==> config.mk <==
export PLATFORM = sky130hd
export DESIGN_NAME = ex_stage
export DESIGN_NICKNAME = d
export VERILOG_FILES = /design/src/rtl/ex_stage.sv
export SDC_FILE = /design/constraint.sdc
export NUM_CORES = 1
export LEC_CHECK = 0
export BUFFER_PORTS_ARGS = -buffer_cell sky130_fd_sc_hd__buf_4
export CORE_MARGIN = 3
export CORE_UTILIZATION = 50
export DETAILED_ROUTE_END_ITERATION = 16
export GPL_TIMING_DRIVEN = 0
export PLACE_DENSITY = 0.76
export SYNTH_ARGS = -nofsm -noshare
export SYNTH_HDL_FRONTEND = slang
export SYNTH_SLANG_ARGS = --single-unit
==> constraint.sdc <==
create_clock -name vclk -period 14.64
set_input_delay 3.66 -clock vclk [all_inputs]
set_output_delay 3.66 -clock vclk [all_outputs]
set_load 0.03 [all_outputs]
==> src/rtl/ex_stage.sv <==
// ex_stage: execute stage of the five-stage pipeline.
// Single-cycle logic / shift / add-compare operations feed wdata_o directly.
// Build option EX_DIV_EN: when defined, DIV/DIVU run on an iterative 32-step
// restoring divider that holds the pipeline through stallreq_o until HI/LO
// are ready. When undefined, DIV/DIVU are treated as no-ops.
module ex_stage #(
  parameter int DIV_STEPS = 32
) (
  input  logic        clk,
  input  logic        rst,
  input  logic [7:0]  aluop_i,
  input  logic [2:0]  alusel_i,
  input  logic [31:0] reg1_i,
  input  logic [31:0] reg2_i,
  input  logic [4:0]  wd_i,
  input  logic        wreg_i,
  output logic [4:0]  wd_o,
  output logic        wreg_o,
  output logic [31:0] wdata_o,
  output logic        whilo_o,
  output logic [31:0] hi_o,
  output logic [31:0] lo_o,
  output logic        stallreq_o
);

  // Operation codes and result classes shared with the decode stage.
  localparam logic [7:0] EXE_AND_OP  = 8'b00100100;
  localparam logic [7:0] EXE_OR_OP   = 8'b00100101;
  localparam logic [7:0] EXE_XOR_OP  = 8'b00100110;
  localparam logic [7:0] EXE_NOR_OP  = 8'b00100111;
  localparam logic [7:0] EXE_SLL_OP  = 8'b01111100;
  localparam logic [7:0] EXE_SRL_OP  = 8'b00000010;
  localparam logic [7:0] EXE_SRA_OP  = 8'b00000011;
  localparam logic [7:0] EXE_SLT_OP  = 8'b00101010;
  localparam logic [7:0] EXE_SLTU_OP = 8'b00101011;
  localparam logic [7:0] EXE_ADDU_OP = 8'b00100001;
  localparam logic [7:0] EXE_SUBU_OP = 8'b00100011;
  localparam logic [7:0] EXE_DIV_OP  = 8'b00011010;
  localparam logic [7:0] EXE_DIVU_OP = 8'b00011011;

  localparam logic [2:0] EXE_RES_NOP   = 3'b000;
  localparam logic [2:0] EXE_RES_LOGIC = 3'b001;
  localparam logic [2:0] EXE_RES_SHIFT = 3'b010;
  localparam logic [2:0] EXE_RES_ARITH = 3'b100;

  logic [31:0] logic_res;
  logic [31:0] shift_res;
  logic [31:0] arith_res;
  logic [31:0] wdata_sel;
  logic        is_div;

  logic        div_stall;
  logic        div_whilo;
  logic [31:0] div_hi;
  logic [31:0] div_lo;

  assign is_div = (aluop_i == EXE_DIV_OP) || (aluop_i == EXE_DIVU_OP);

  // Bitwise logic results.
  always_comb begin
    logic_res = 32'd0;
    case (aluop_i)
      EXE_OR_OP:  logic_res = reg1_i | reg2_i;
      EXE_AND_OP: logic_res = reg1_i & reg2_i;
      EXE_XOR_OP: logic_res = reg1_i ^ reg2_i;
      EXE_NOR_OP: logic_res = ~(reg1_i | reg2_i);
      default:    logic_res = 32'd0;
    endcase
  end

  // Shifts of reg2 by the low five bits of reg1.
  always_comb begin
    shift_res = 32'd0;
    case (aluop_i)
      EXE_SLL_OP: shift_res = reg2_i << reg1_i[4:0];
      EXE_SRL_OP: shift_res = reg2_i >> reg1_i[4:0];
      EXE_SRA_OP: shift_res = $unsigned($signed(reg2_i) >>> reg1_i[4:0]);
      default:    shift_res = 32'd0;
    endcase
  end

  // Wrap-around add/subtract and set-less-than compares.
  always_comb begin
    arith_res = 32'd0;
    case (aluop_i)
      EXE_ADDU_OP: arith_res = reg1_i + reg2_i;
      EXE_SUBU_OP: arith_res = reg1_i - reg2_i;
      EXE_SLT_OP:  arith_res = {31'd0, $signed(reg1_i) < $signed(reg2_i)};
      EXE_SLTU_OP: arith_res = {31'd0, reg1_i < reg2_i};
      default:     arith_res = 32'd0;
    endcase
  end

  // Write-back mux by result class; divides never write a GPR value.
  always_comb begin
    wdata_sel = 32'd0;
    case (alusel_i)
      EXE_RES_LOGIC: wdata_sel = logic_res;
      EXE_RES_SHIFT: wdata_sel = shift_res;
      EXE_RES_ARITH: wdata_sel = arith_res;
      EXE_RES_NOP:   wdata_sel = 32'd0;
      default:       wdata_sel = 32'd0;
    endcase
    if (is_div) begin
      wdata_sel = 32'd0;
    end
  end

`ifdef EX_DIV_EN
  typedef enum logic [1:0] {
    IDLE = 2'd0,
    BUSY = 2'd1,
    DONE = 2'd2
  } state_t;

  localparam int STEP_W = $clog2(DIV_STEPS);
  localparam logic [STEP_W-1:0] LAST_STEP = STEP_W'(DIV_STEPS - 1);

  state_t            state_reg;
  state_t            state_next;
  logic [31:0]       quot_reg;
  logic [31:0]       rem_reg;
  logic [31:0]       divisor_reg;
  logic [STEP_W-1:0] step_reg;
  logic              neg_q_reg;
  logic              neg_r_reg;

  logic              is_signed_div;
  logic [31:0]       abs_a;
  logic [31:0]       abs_b;
  logic [32:0]       partial;
  logic [32:0]       trial;
  logic              take;

  assign is_signed_div = (aluop_i == EXE_DIV_OP);

  // Operand magnitudes and one restoring step: shift in the next dividend
  // bit, subtract the divisor, keep the difference only if it did not borrow.
  always_comb begin
    abs_a   = (is_signed_div && reg1_i[31]) ? (~reg1_i + 32'd1) : reg1_i;
    abs_b   = (is_signed_div && reg2_i[31]) ? (~reg2_i + 32'd1) : reg2_i;
    partial = {rem_reg, quot_reg[31]};
    trial   = partial - {1'b0, divisor_reg};
    take    = ~trial[32];
  end

  // Divider state register.
  always_ff @(posedge clk) begin
    if (rst) begin
      state_reg <= IDLE;
    end else begin
      state_reg <= state_next;
    end
  end

  // Divider datapath: load on entry, iterate while busy, hold through DONE.
  always_ff @(posedge clk) begin
    if (rst) begin
      quot_reg    <= 32'd0;
      rem_reg     <= 32'd0;
      divisor_reg <= 32'd0;
      step_reg    <= '0;
      neg_q_reg   <= 1'b0;
      neg_r_reg   <= 1'b0;
    end else begin
      case (state_reg)
        IDLE: begin
          if (is_div) begin
            // Quotient register starts as the dividend and is shifted out
            // MSB-first while quotient bits are shifted in at the bottom.
            quot_reg    <= (reg2_i != 32'd0) ? abs_a : 32'd0;
            rem_reg     <= 32'd0;
            divisor_reg <= abs_b;
            step_reg    <= '0;
            neg_q_reg   <= (reg2_i != 32'd0) && is_signed_div && (reg1_i[31] ^ reg2_i[31]);
            neg_r_reg   <= (reg2_i != 32'd0) && is_signed_div && reg1_i[31];
          end
        end
        BUSY: begin
          rem_reg  <= take ? trial[31:0] : partial[31:0];
          quot_reg <= {quot_reg[30:0], take};
          step_reg <= step_reg + 1'b1;
        end
        default: begin
        end
      endcase
    end
  end

  // Divider next-state logic.
  always_comb begin
    state_next = state_reg;
    case (state_reg)
      IDLE: begin
        if (is_div) begin
          state_next = (reg2_i != 32'd0) ? BUSY : DONE;
        end
      end
      BUSY: begin
        if (step_reg == LAST_STEP) begin
          state_next = DONE;
        end
      end
      DONE:    state_next = IDLE;
      default: state_next = IDLE;
    endcase
  end

  // Divider outputs: stall until DONE, then present sign-corrected HI/LO.
  always_comb begin
    div_stall = 1'b0;
    div_whilo = 1'b0;
    div_hi    = 32'd0;
    div_lo    = 32'd0;
    case (state_reg)
      IDLE: div_stall = is_div;
      BUSY: div_stall = 1'b1;
      DONE: begin
        div_whilo = 1'b1;
        div_lo    = neg_q_reg ? (~quot_reg + 32'd1) : quot_reg;
        div_hi    = neg_r_reg ? (~rem_reg + 32'd1) : rem_reg;
      end
      default: begin
      end
    endcase
  end
`else
  // Without the divider there is no sequential logic; the clock and the
  // step-count parameter are intentionally left without a consumer.
  logic unused_clk;
  assign unused_clk = clk & (DIV_STEPS == 32);

  assign div_stall = 1'b0;
  assign div_whilo = 1'b0;
  assign div_hi    = 32'd0;
  assign div_lo    = 32'd0;
`endif

  // Reset forces every output to zero.
  always_comb begin
    wd_o       = rst ? 5'd0 : wd_i;
    wreg_o     = rst ? 1'b0 : wreg_i;
    wdata_o    = rst ? 32'd0 : wdata_sel;
    whilo_o    = rst ? 1'b0 : div_whilo;
    hi_o       = rst ? 32'd0 : div_hi;
    lo_o       = rst ? 32'd0 : div_lo;
    stallreq_o = rst ? 1'b0 : div_stall;
  end

endmodule
==> PnR_summary.wiki <==
{| class="wikitable"
! Metric !! Value
|-
| HPWL after detailed placement || 39.2 mm
|-
| Sequential cell area || 0 um2
|-
| Result of the run || completed
|-
| Wirelength per Cell || 25.8 um
|-
| Endpoints failing setup || 0
|-
| Placeable Area || 19100 um2
|-
| Portion of the clock cycle consumed by the worst path in the final layout || 83.1%
|-
| Critical path capture point type || primary output
|-
| Share of synthesized area occupied by flip-flops and latches || 0%
|-
| Number of inserted filler cells in the final layout || 1836
|-
| Total iterations of the first detailed-routing run || 6
|-
| Power per Cell Area || 38.4 nW/um2
|-
| Count of mapped cells out of synthesis || approximately 1400
|-
| Cts-stage hold buffer count || 0
|-
| Starting density of the core || 51.8%
|-
| Number of design-rule violations left by the first detailed-router iteration || 1998
|-
| Max-cap check violation count || 0
|-
| Worst Path Max Fanout || 10
|-
| Global-route wire length before repair || 70.9 mm
|-
| Number of antenna violations at the first check in global routing || 0
|-
| Slew at the pin closest to its max-slew limit || 1.15 ns
|-
| Die Ht || 147 um
|-
| Setup TNS || 0 ns
|-
| Capture endpoint of the worst hold path || wd_o[4]
|-
| Number of setup buffers added after CTS || 0
|-
| Ratio of cells with drive above 1 in the final layout || between 15 and 20%
|-
| Placement Setup Slack || 2.73 ns
|-
| Relative slew slack || 22.6%
|-
| Arrival time at the worst endpoint || 8.50 ns
|-
| IR drop worst, VDD || 21.6 uV
|-
| Commonest non-fill, non-tap cell in the layout || buf_4
|-
| Post-Syn Area || between 9000 and 10000 um2
|-
| Total via count after detailed routing || approximately 13000
|-
| Syn_area_per_cell || 6.95 um2
|-
| Global-route congestion overflow total || 0
|-
| Slew Limit Fails || 0
|-
| Post-synthesis cell type count || 87
|-
| Cells on Worst Hold Path || 3
|-
| Area contributors post-synth || ha_1 (13%), mux4_2 (13%), mux2i_1 (9.7%), a21oi_1 (7.0%), nor2_1 (5.8%)
|-
| Pleak || between 5 and 6 nW
|-
| Non-filler cells, final || roughly 1900
|-
| Category of the most critical setup path || in -> out
|-
| Avg Vias per Cell || between 6 and 7
|-
| Startpoint class of the critical path || input port
|-
| Biggest area consumer among synthesized cells || ha_1
|-
| X dimension of the die || roughly 150 um
|-
| Number of global-route vias before repair || 11700
|-
| Min-delay worst type || in -> out
|-
| DRC violation count after routing || 0
|-
| Final core utilization || 59.5%
|-
| Layout sequential cell count || 0
|-
| Final min period || 12.16 ns
|-
| Pin count of the biggest net entering global routing || 12
|-
| Final-layout clock buffer total || 0
|-
| RD Place Congestion || 1.06
|-
| Number of hold violations in the final report || 0
|-
| Final antenna-violating net count || 0
|-
| Launch point of the worst hold path || wd_i[4]
|-
| Commonest non-fill, non-tap cells in the layout || buf_4 (187), nor2_1 (152), a21oi_1 (138), inv_1 (118), o21ai_0 (109)
|-
| Nets@finish || 1791
|-
| Global routing usage summed across all routing layers || between 40 and 50%
|-
| Die Area || ~21000 um2
|-
| Total wire length after detailed routing || 48.1 mm
|-
| Worst Setup Slack, final || roughly 2.5 ns
|-
| Cts repair resizes || 0
|-
| Area share of the leading cell type in the synthesized netlist || 12.5%
|-
| Area added between synthesis and finish || 14.8%
|-
| Fmax || 82.2 MHz
|-
| Data required, critical path || roughly 11 ns
|-
| Port Buf Inserts || 118
|-
| Number of rows in the core area || 50
|-
| Number of placed cells counting well taps || 1865
|-
| N_diodes || 0
|-
| Yosys warnings || 0
|-
| Number of primary I/O pins || 187
|-
| Unrepaired setup endpoints after global routing || false
|}
[critical path, cell delays in order]
cell       delay, ns
buf_4           0.11
clkbuf_1        0.41
clkinv_1        0.46
clkbuf_1        0.40
ha_1            0.38
buf_2           0.20
nor2b_1         0.09
or4_1           0.46
o21ai_1         0.27
o21bai_1        0.17
a211o_1         0.39
a2111oi_0       0.62
nor2_1          0.15
xnor2_1         0.17
o32ai_1         0.31
buf_4           0.23
[worst max path at each step]
stage / startpoint / end / slack (ns) / depth (start not counted)
6_report: reg1_i[4] / wdata_o[29] / 2.48 / 16
3_5_place_dp: reg1_i[4] / wdata_o[29] / 2.73 / 16
5_1_grt: reg1_i[4] / wdata_o[29] / 2.31 / 16
3_3_place_gp: reg1_i[4] / wdata_o[29] / 2.65 / 16
2_1_floorplan: reg1_i[4] / wdata_o[29] / 3.74 / 14
4_1_cts: reg1_i[4] / wdata_o[29] / 2.73 / 16
[layer usage]
layer / vias up / wire (um) / GRT usage, %
met5: - / 0 / 0
met4: 0 / 2370 / 12.7
met3: 176 / 7500 / 11.2
met2: 1205 / 19900 / 63.5
met1: 5860 / 18300 / 58.6
li1: 5408 / - / -
[synthesized netlist by cell type, drive strengths merged, types with 25 or more instances]
| master | instances |
|---|---|
| xnor2 | 27 |
| nor3 | 33 |
| o21ai | 119 |
| nand2 | 108 |
| inv | 123 |
| ha | 99 |
| nor2 | 153 |
| a211oi | 36 |
| mux2i | 96 |
| buf | 100 |
| a21oi | 139 |
| o22ai | 26 |
| o211ai | 25 |
| clkbuf | 71 |
| mux4 | 55 |
[power by group]
part	internal, mW	leakage [nW]	switching [mW]
Combinational	0.159	5.12	0.277
Sequential	0	0	0
Clock	0	0	0
Total	0.159	5.12	0.277
[logic make-up (layout without fill, tap and decap cells)]
kind of cell / after synthesis / count (layout) / synth area share, %
AOI/OAI and AO/OA: 446 / 446 / 28.1
and+or+nand+nor: 393 / 393 / 18.1
buffers and inverters: 297 / 415 / 15.5
muxes: 155 / 155 / 22.7
adders and majority gates: 101 / 101 / 12.9
xor gates and xnor gates: 29 / 29 / 2.57
other: 1 / 66 / 0.0379
[through the flow]
step	total power [mW]	hold WS [ns]	area, um2
CTS	0.416	7.67	11300
global placement	0.412	7.67	11300
floorplan	0.285	7.43	10100
detailed placement	0.414	7.67	11300
global route	0.459	7.68	11300
finish	0.436	7.67	11300
[layout make-up]
cell class	count	area (um2)	share of cell area [%]
Multi-Input combinational cell	1190	8600	75.8
Tap cell	260	325	2.87
Timing Repair Buffer	118	886	7.81
Buffer	172	1060	9.38
Inverter	125	469	4.13
Power figures use the tool's default switching activity.
